`config.mk`:
```
export PLATFORM = sky130hd
export DESIGN_NAME = reaction_ms_timer
export DESIGN_NICKNAME = d
export VERILOG_FILES = /design/src/rtl/reaction_ms_timer.sv
export SDC_FILE = /design/constraint.sdc
export NUM_CORES = 1
export LEC_CHECK = 0
export CAP_MARGIN = 20
export CORE_MARGIN = 3
export CORE_UTILIZATION = 25
export CTS_CLUSTER_DIAMETER = 30
export CTS_CLUSTER_SIZE = 10
export DETAILED_ROUTE_END_ITERATION = 8
export MAX_ROUTING_LAYER = met4
export SLEW_MARGIN = 20
export SYNTH_ARGS = -nofsm -noshare
export SYNTH_HDL_FRONTEND = slang
export SYNTH_SLANG_ARGS = --single-unit
export TNS_END_PERCENT = 30
```
`constraint.sdc`:
```
create_clock -name Clk -period 2.4 [get_ports Clk]
set_input_delay 0.48 -clock Clk [delete_from_list [all_inputs] [get_ports Clk]]
set_output_delay 0.48 -clock Clk [all_outputs]
set_load 0.05 [all_outputs]
```
`src/rtl/reaction_ms_timer.sv`:
```
// Reaction-time tester: derives a 1 ms tick from ClkMS, runs a random foreperiod, lights the LED and measures the response.
// Optional best-time register enabled with `define BEST_TIME_EN.
module reaction_ms_timer #(
    parameter int          CountWidth = 14,
    parameter int          MaxMs      = 9999,
    parameter int          MinDelayMs = 1000,
    parameter int          RandBits   = 11,
    parameter logic [15:0] LfsrSeed   = 16'hACE1
) (
    input  logic                  Clk,
    input  logic                  Rst_n,
    input  logic                  ClkMS,
    input  logic                  Start,
    input  logic                  React,
    output logic                  Led,
    output logic [CountWidth-1:0] ReactMs,
    output logic                  Done,
    output logic                  FalseStart,
    output logic                  Timeout,
    output logic [CountWidth-1:0] BestMs
);

    // Wide enough for the largest foreperiod MinDelayMs + 2^RandBits - 1.
    localparam int WaitWidth = $clog2(MinDelayMs + (1 << RandBits));

    localparam logic [CountWidth-1:0] MAX_MS_C    = CountWidth'(MaxMs);
    localparam logic [CountWidth-1:0] MAX_MS_M1_C = CountWidth'(MaxMs - 1);
    localparam logic [WaitWidth-1:0]  MIN_DLY_C   = WaitWidth'(MinDelayMs);

    typedef enum logic [2:0] {
        ST_IDLE  = 3'd0,
        ST_WAIT  = 3'd1,
        ST_ARMED = 3'd2,
        ST_DONE  = 3'd3,
        ST_FALSE = 3'd4
    } state_t;

    state_t                state_r;
    logic                  clkms_d_r;
    logic                  primed_r;
    logic [15:0]           lfsr_r;
    logic [WaitWidth-1:0]  wait_cnt_r;
    logic [CountWidth-1:0] ms_cnt_r;
    logic [CountWidth-1:0] react_ms_r;
    logic                  led_r;
    logic                  done_r;
    logic                  false_r;
    logic                  timeout_r;
    logic                  tick_s;
    logic [WaitWidth-1:0]  wait_load_s;

    // Fibonacci LFSR step, taps 16,14,13,11 (bit 0 is the output end).
    function automatic logic [15:0] lfsr_next(input logic [15:0] v);
        logic fb;
        fb = v[0] ^ v[2] ^ v[3] ^ v[5];
        return {fb, v[15:1]};
    endfunction

    // primed_r masks the first cycle after reset, where clkms_d_r holds no real history.
    assign tick_s      = ClkMS & ~clkms_d_r & primed_r;
    assign wait_load_s = MIN_DLY_C + WaitWidth'(lfsr_r[RandBits-1:0]);

    // Edge detector history and free-running LFSR.
    always_ff @(posedge Clk or negedge Rst_n) begin
        if (!Rst_n) begin
            clkms_d_r <= 1'b0;
            primed_r  <= 1'b0;
            lfsr_r    <= LfsrSeed;
        end else begin
            clkms_d_r <= ClkMS;
            primed_r  <= 1'b1;
            lfsr_r    <= lfsr_next(lfsr_r);
        end
    end

    // Reaction-test sequencer with registered outputs.
    always_ff @(posedge Clk or negedge Rst_n) begin
        if (!Rst_n) begin
            state_r    <= ST_IDLE;
            wait_cnt_r <= {WaitWidth{1'b0}};
            ms_cnt_r   <= {CountWidth{1'b0}};
            react_ms_r <= {CountWidth{1'b0}};
            led_r      <= 1'b0;
            done_r     <= 1'b0;
            false_r    <= 1'b0;
            timeout_r  <= 1'b0;
        end else begin
            case (state_r)
                ST_IDLE: begin
                    if (Start) begin
                        state_r    <= ST_WAIT;
                        wait_cnt_r <= wait_load_s;
                        react_ms_r <= {CountWidth{1'b0}};
                    end
                end
                ST_WAIT: begin
                    if (React) begin
                        state_r    <= ST_FALSE;
                        false_r    <= 1'b1;
                        react_ms_r <= {CountWidth{1'b0}};
                    end else if (tick_s) begin
                        if (wait_cnt_r == WaitWidth'(1)) begin
                            state_r  <= ST_ARMED;
                            ms_cnt_r <= {CountWidth{1'b0}};
                            led_r    <= 1'b1;
                        end
                        wait_cnt_r <= wait_cnt_r - WaitWidth'(1);
                    end
                end
                ST_ARMED: begin
                    // React wins over a coincident tick, so that tick is never counted.
                    if (React) begin
                        state_r    <= ST_DONE;
                        led_r      <= 1'b0;
                        done_r     <= 1'b1;
                        react_ms_r <= ms_cnt_r;
                    end else if (tick_s) begin
                        if (ms_cnt_r == MAX_MS_M1_C) begin
                            state_r    <= ST_DONE;
                            led_r      <= 1'b0;
                            done_r     <= 1'b1;
                            timeout_r  <= 1'b1;
                            react_ms_r <= MAX_MS_C;
                        end else begin
                            ms_cnt_r <= ms_cnt_r + CountWidth'(1);
                        end
                    end
                end
                ST_DONE, ST_FALSE: begin
                    if (Start) begin
                        state_r    <= ST_WAIT;
                        wait_cnt_r <= wait_load_s;
                        react_ms_r <= {CountWidth{1'b0}};
                        done_r     <= 1'b0;
                        false_r    <= 1'b0;
                        timeout_r  <= 1'b0;
                    end
                end
                default: begin
                    state_r    <= ST_IDLE;
                    react_ms_r <= {CountWidth{1'b0}};
                    led_r      <= 1'b0;
                    done_r     <= 1'b0;
                    false_r    <= 1'b0;
                    timeout_r  <= 1'b0;
                end
            endcase
        end
    end

    assign Led        = led_r;
    assign ReactMs    = react_ms_r;
    assign Done       = done_r;
    assign FalseStart = false_r;
    assign Timeout    = timeout_r;

`ifdef BEST_TIME_EN
    logic [CountWidth-1:0] best_r;

    // Best non-timeout time; loads alongside ReactMs on a React-driven DONE entry.
    always_ff @(posedge Clk or negedge Rst_n) begin
        if (!Rst_n) begin
            best_r <= {CountWidth{1'b1}};
        end else if ((state_r == ST_ARMED) && React && (ms_cnt_r < best_r)) begin
            best_r <= ms_cnt_r;
        end else begin
            best_r <= best_r;
        end
    end

    assign BestMs = best_r;
`else
    assign BestMs = {CountWidth{1'b0}};
`endif

endmodule

```
### Yosys cells after proc, flatten, opt, wreduce, memory -nomap -nowiden

Cells that the tools add are included.

* register bits: 65
* bits of input ports: 5
* output and inout port bits: 32
* logic and storage cells: 99

* add/subtract/negate cells: 3
* equal/unequal tests: 20
* muxes and demuxes: 41
* bitwise operators: 9
* reduce and logical (&&, ||, !) cells: 15

Operator list (count)
* 2-to-1 mux 14 bit: 11
* one-hot mux 14 bit (3 select lines): 1
* 2-to-1 mux 12 bit: 3
* one-hot mux 14 bit (2 select lines): 1
* one-hot mux 12 bit (2 select lines): 1
* 2-to-1 mux 3 bit: 7
* != test 2 bit (second input constant): 9
* adder 14 x 1 -> 14 bit (second input constant): 1
* == test 14 bit (second input constant): 1
* adder 10 x 11 -> 12 bit (first input constant): 1
* == test 12 x 1 -> 1 bit (second input constant): 1
* 2-to-1 mux 1 bit: 12
* != test 3 bit (second input constant): 4
* one-hot mux 1 bit (3 select lines): 4
* AND reduction 4 bit: 3
* subtractor 12 x 1 -> 12 bit (second input constant): 1
* AND reduction 5 bit: 2
* one-hot mux 3 bit (3 select lines): 1
* AND reduction 7 bit: 1
* == test 3 x 2 -> 1 bit (second input constant): 2
* AND reduction 6 bit: 1
* OR reduction 2 bit: 3
* NOT 1 bit: 4
* nonzero test 2 bit: 2
* other kinds (8): 11

### Depth between registers and ports, before layout

* word-level depth: 6
* gate-level depth with buffers: 8
* mapped depth without buffers: 7

### Worst setup path after synthesis

Ideal clock, no wire load.

* path kind: reg-to-reg
* start: reg wait_cnt_r[7]
* end: reg ms_cnt_r[1]
* library setup time: 0.125 ns
* arrival: 1.905 ns
* required time: 2.275 ns
* path slack: 0.370 ns
* cell stages (with the launch flop): 7
* path buffers: 1
* period minus slack after synthesis: 2.030 ns
* path through: dfrtp_1 or4_4 nor4_4 and4_1 buf_4 or2_4 mux2_4

* word-level cells in the longest chain between the ends: 3

RTL lines
* from (decl): line 42 `logic [WaitWidth-1:0] wait_cnt_r;`
* from (signal assigned): line 80 `wait_cnt_r <= {WaitWidth{1'b0}};`
* from (signal assigned): line 92 `wait_cnt_r <= wait_load_s;`
* from (signal assigned): line 107 `wait_cnt_r <= wait_cnt_r - WaitWidth'(1);`
* == test 12 x 1 -> 1 bit: line 102 `if (wait_cnt_r == WaitWidth'(1)) begin`
* != test 2 bit (no line)
* AND reduction 7 bit (no line)
* to (signal assigned): line 81 `ms_cnt_r <= {CountWidth{1'b0}};`
* to (signal assigned): line 104 `ms_cnt_r <= {CountWidth{1'b0}};`
* to (signal assigned): line 125 `ms_cnt_r <= ms_cnt_r + CountWidth'(1);`
* to (decl): line 43 `logic [CountWidth-1:0] ms_cnt_r;`

Every way passes these cells.
A chain may end at the register's enable or synchronous reset.

### Worst setup path in the final report

Ends and elaborated chain as after synthesis.

==> key figures <==
Routing
  • Routed Antenna Nets: 0
  • Via/cell ratio: 4.70
  • DRC Markers: 0
  • DR WL/cell: 13.4 µm
  • Final wirelength: 6.97 mm
  • Number of iterations in the first detailed-routing pass: 4
  • First DRT Iteration DRCs: 208
  • Vias: 2434

Clock tree
  • Post-CTS setup buffer count: 0
  • Post-CTS Resized: 0
  • Maximum buffer depth of the clock tree: 2
  • CTS Sinks: 65
  • CTS Buf Count: 9
  • CTS tree: yes
  • Root buffer cell: clkbuf_16
  • Clock transition at path regs: 0.06 ns
  • H-tree levels: 3
  • Hold-fix buffers, CTS: 0
  • Worst-skew pair later-pin latency: 0.34 ns

Global route
  • GRT overflow: 0
  • Number of global-route vias before repair: 2374
  • Pin count of the biggest net entering global routing: 66
  • First-pass GRT wire length: 11.9 mm
  • Initial antenna violation count: 0
  • Total GRT Usage: 0.108

STA
  • Rel. slew slack: 0.477
  • Setup Skew: 0.00469 ns
  • Max Slew Vio Count: 0
  • Total Neg Setup Slack: 0 ns
  • Setup violators final: 0
  • Final Cycle Share: 0.882
  • RSZ-0062 raised after global routing: no
  • Final worst path period need: 2.12 ns
  • Final hold violations: 0
  • Highest Clock Rate: 0.472 GHz
  • Slew @ Worst Pin: 0.784 ns

Setup path
  • Worst path max stage delay: 0.57 ns
  • Worst Path Required: 2.62 ns
  • Critical path arrival: 2.34 ns
  • Slowest CP cell: or4_4
  • Critical path class: register to register
  • Cell Chain, Critical Path: or4_4, nor4_4, and4_1, or2_4, mux2_4
  • Endpoint class of the critical path: register
  • Worst Setup Start Kind: register
  • CP max FO: 6

Layout
  • Fillers: 1291
  • FF/Latch Area: 0.00164 mm²
  • Nets: 355
  • Diode count: 0
  • Commonest non-fill, non-tap cell in the layout: dfrtp_1
  • Multi-input gate area in the final layout: 0.00146 mm²
  • Layout cells sized above 1: 0.154
  • Commonest non-fill, non-tap cells in the layout: dfrtp_1 (57), nor2_1 (26), o21ai_0 (23)
  • Area Growth Syn to Fin: 22.6%

Yosys
  • Post-synthesis compound-gate area fraction: 0.168
  • Sequential fraction of the synthesis area: 0.507
  • Synth cell types: 53
  • Yosys top cell area share: 0.442
  • Mapped Area: 0.00323 mm²
  • Post-synth EDFFs: 0
  • Synth Flop Type: dfrtp_1
  • Synth Area in Simple Gates: 0.183
  • Mapped Cells: 314
  • Adder-cell share of the synthesized area: 0.0194
  • Synthesized flop and latch total: 65
  • Post-synthesis xor/xnor area fraction: 0.0461
  • Fraction of synthesized area in multiplexers: 0.0143
  • Post-synth ARST share: 1.00
  • Main combinational cell family by area after synthesis: simple AND/OR/NAND/NOR gates
  • Synth top area cells: dfrtp_1 (44%), dfstp_2 (6.5%), xnor2_1 (3.8%)
  • Leading area contributor after synthesis: dfrtp_1
  • Yosys warns: 0
  • Syn avg cell area: 10.3 µm²

Placed design
  • Gpl congestion: 0.830
  • IO buf count: 22
  • Hpwl dp: 4.72 mm

Die
  • Die height: 120 µm
  • Initial Util: 0.262
  • Full die area: 0.0143 mm²
  • Die width: 120 µm
  • Row cnt: 40
  • IO Count: 37
  • Core Footprint: 0.0123 mm²

Power and ir drop
  • PnR Total Power: 3.93 mW
  • Max VDD drop: 539 µV
  • Pwr Density: 994 mW/mm²
  • Pleak: 1.71 nW

Run
  • Maxcap violations: 0

Hold path
  • Hold crit path type: input pin to asynchronous set/reset pin

Run status
  • Status: complete, no violations
==> where the power goes <==
part	leakage [nW]	switching, mW	internal [mW]	total [mW]
combinational	0.728	0.767	0.441	1.21
sequential	0.831	0.172	1.23	1.41
clock	0.146	0.508	0.812	1.32
total	1.71	1.45	2.49	3.93
==> Yosys cell counts, drive strengths merged, types with 4 or more instances <==
library cell and count:
dfrtp 57, nor2 26, o21ai 23, nand2 21, buf 20, a21oi 19, xnor2 14, nor4 9
a221o 8, a22o 8, a31oi 8, clkbuf 8, dfstp 8, inv 7, nor3 7, nand3 6
nor3b 6, ha 5, and2 4, and3 4, nand4 4
==> flip-flops by register name (all words and copies together) (netlist names) <==
signal	flops
Done	1
FalseStart	1
Led	1
ReactMs	14
Timeout	1
clkms_d_r	1
lfsr_r	16
ms_cnt_r	14
primed_r	1
state_r	3
wait_cnt_r	12
==> worst paths after layout <==
| check | endpoint | slack [ns] | startpoint | cells after the start |
|---|---|---|---|---|
| max in group asynchronous | lfsr_r[7] | 1.95 | Rst_n | 2 |
| hold / removal | lfsr_r[1] | 0.14 | Rst_n | 2 |
| hold reg to reg | lfsr_r[13] | 0.36 | lfsr_r[14] | 0 |
| setup reg to reg | ms_cnt_r[1] | 0.28 | wait_cnt_r[7] | 5 |
| setup / recovery | ms_cnt_r[1] | 0.28 | wait_cnt_r[7] | 5 |
| min in group Clk | lfsr_r[13] | 0.36 | lfsr_r[14] | 0 |
==> critical path, delay by kind of cell, from the launching register on <==
family / cells / cell delay [ns]
AND/OR/NAND/NOR: 4 / 1.30
flip-flops: 1 / 0.42
multiplexers: 1 / 0.29
==> per-stage QoR <==
| stage | setup slack (ns) | utilization | hold WS [ns] | instance area (µm²) | std cells |
|---|---|---|---|---|---|
| 2_1_floorplan | 0.370 | - | 0.184 | 3280 | 327 |
| 3_3_place_gp | 0.112 | 0.296 | 0.349 | 3640 | 502 |
| 3_5_place_dp | 0.0674 | 0.296 | 0.339 | 3640 | 502 |
| 4_1_cts | 0.233 | 0.321 | 0.152 | 3950 | 518 |
| 5_1_grt | 0.0800 | 0.321 | 0.160 | 3960 | 518 |
| 6_report | 0.283 | 0.321 | 0.144 | 3960 | 518 |
==> per-layer routing <==
| layer | vias to the layer above | part of all wire | GRT usage |
|---|---|---|---|
| li1 | 1178 | - | - |
| met1 | 1172 | 0.45 | 0.132 |
| met2 | 70 | 0.47 | 0.164 |
| met3 | 14 | 0.058 | 0.0358 |
| met4 | 0 | 0.017 | 0.0451 |
| met5 | - | 0 | - |
==> cells by family (layout without fill, tap and decap cells) <==
family / Yosys count / count (layout)
other cells: 2 / 15
simple gates: 104 / 104
xor+xnor: 17 / 17
fa+ha+maj: 5 / 5
flops: 65 / 65
buf+inv: 35 / 58
compound gates: 82 / 82
mux: 4 / 4
==> cell type report <==
cell class / count / area share
sequential: 65 / 0.414
multi-input combinational: 227 / 0.368
timing repair buffer: 35 / 0.0822
clock buffer: 9 / 0.0569
tap: 168 / 0.0531
clock inverter: 7 / 0.0196
inverter: 7 / 0.00664
Power figures use the tool's default switching activity.
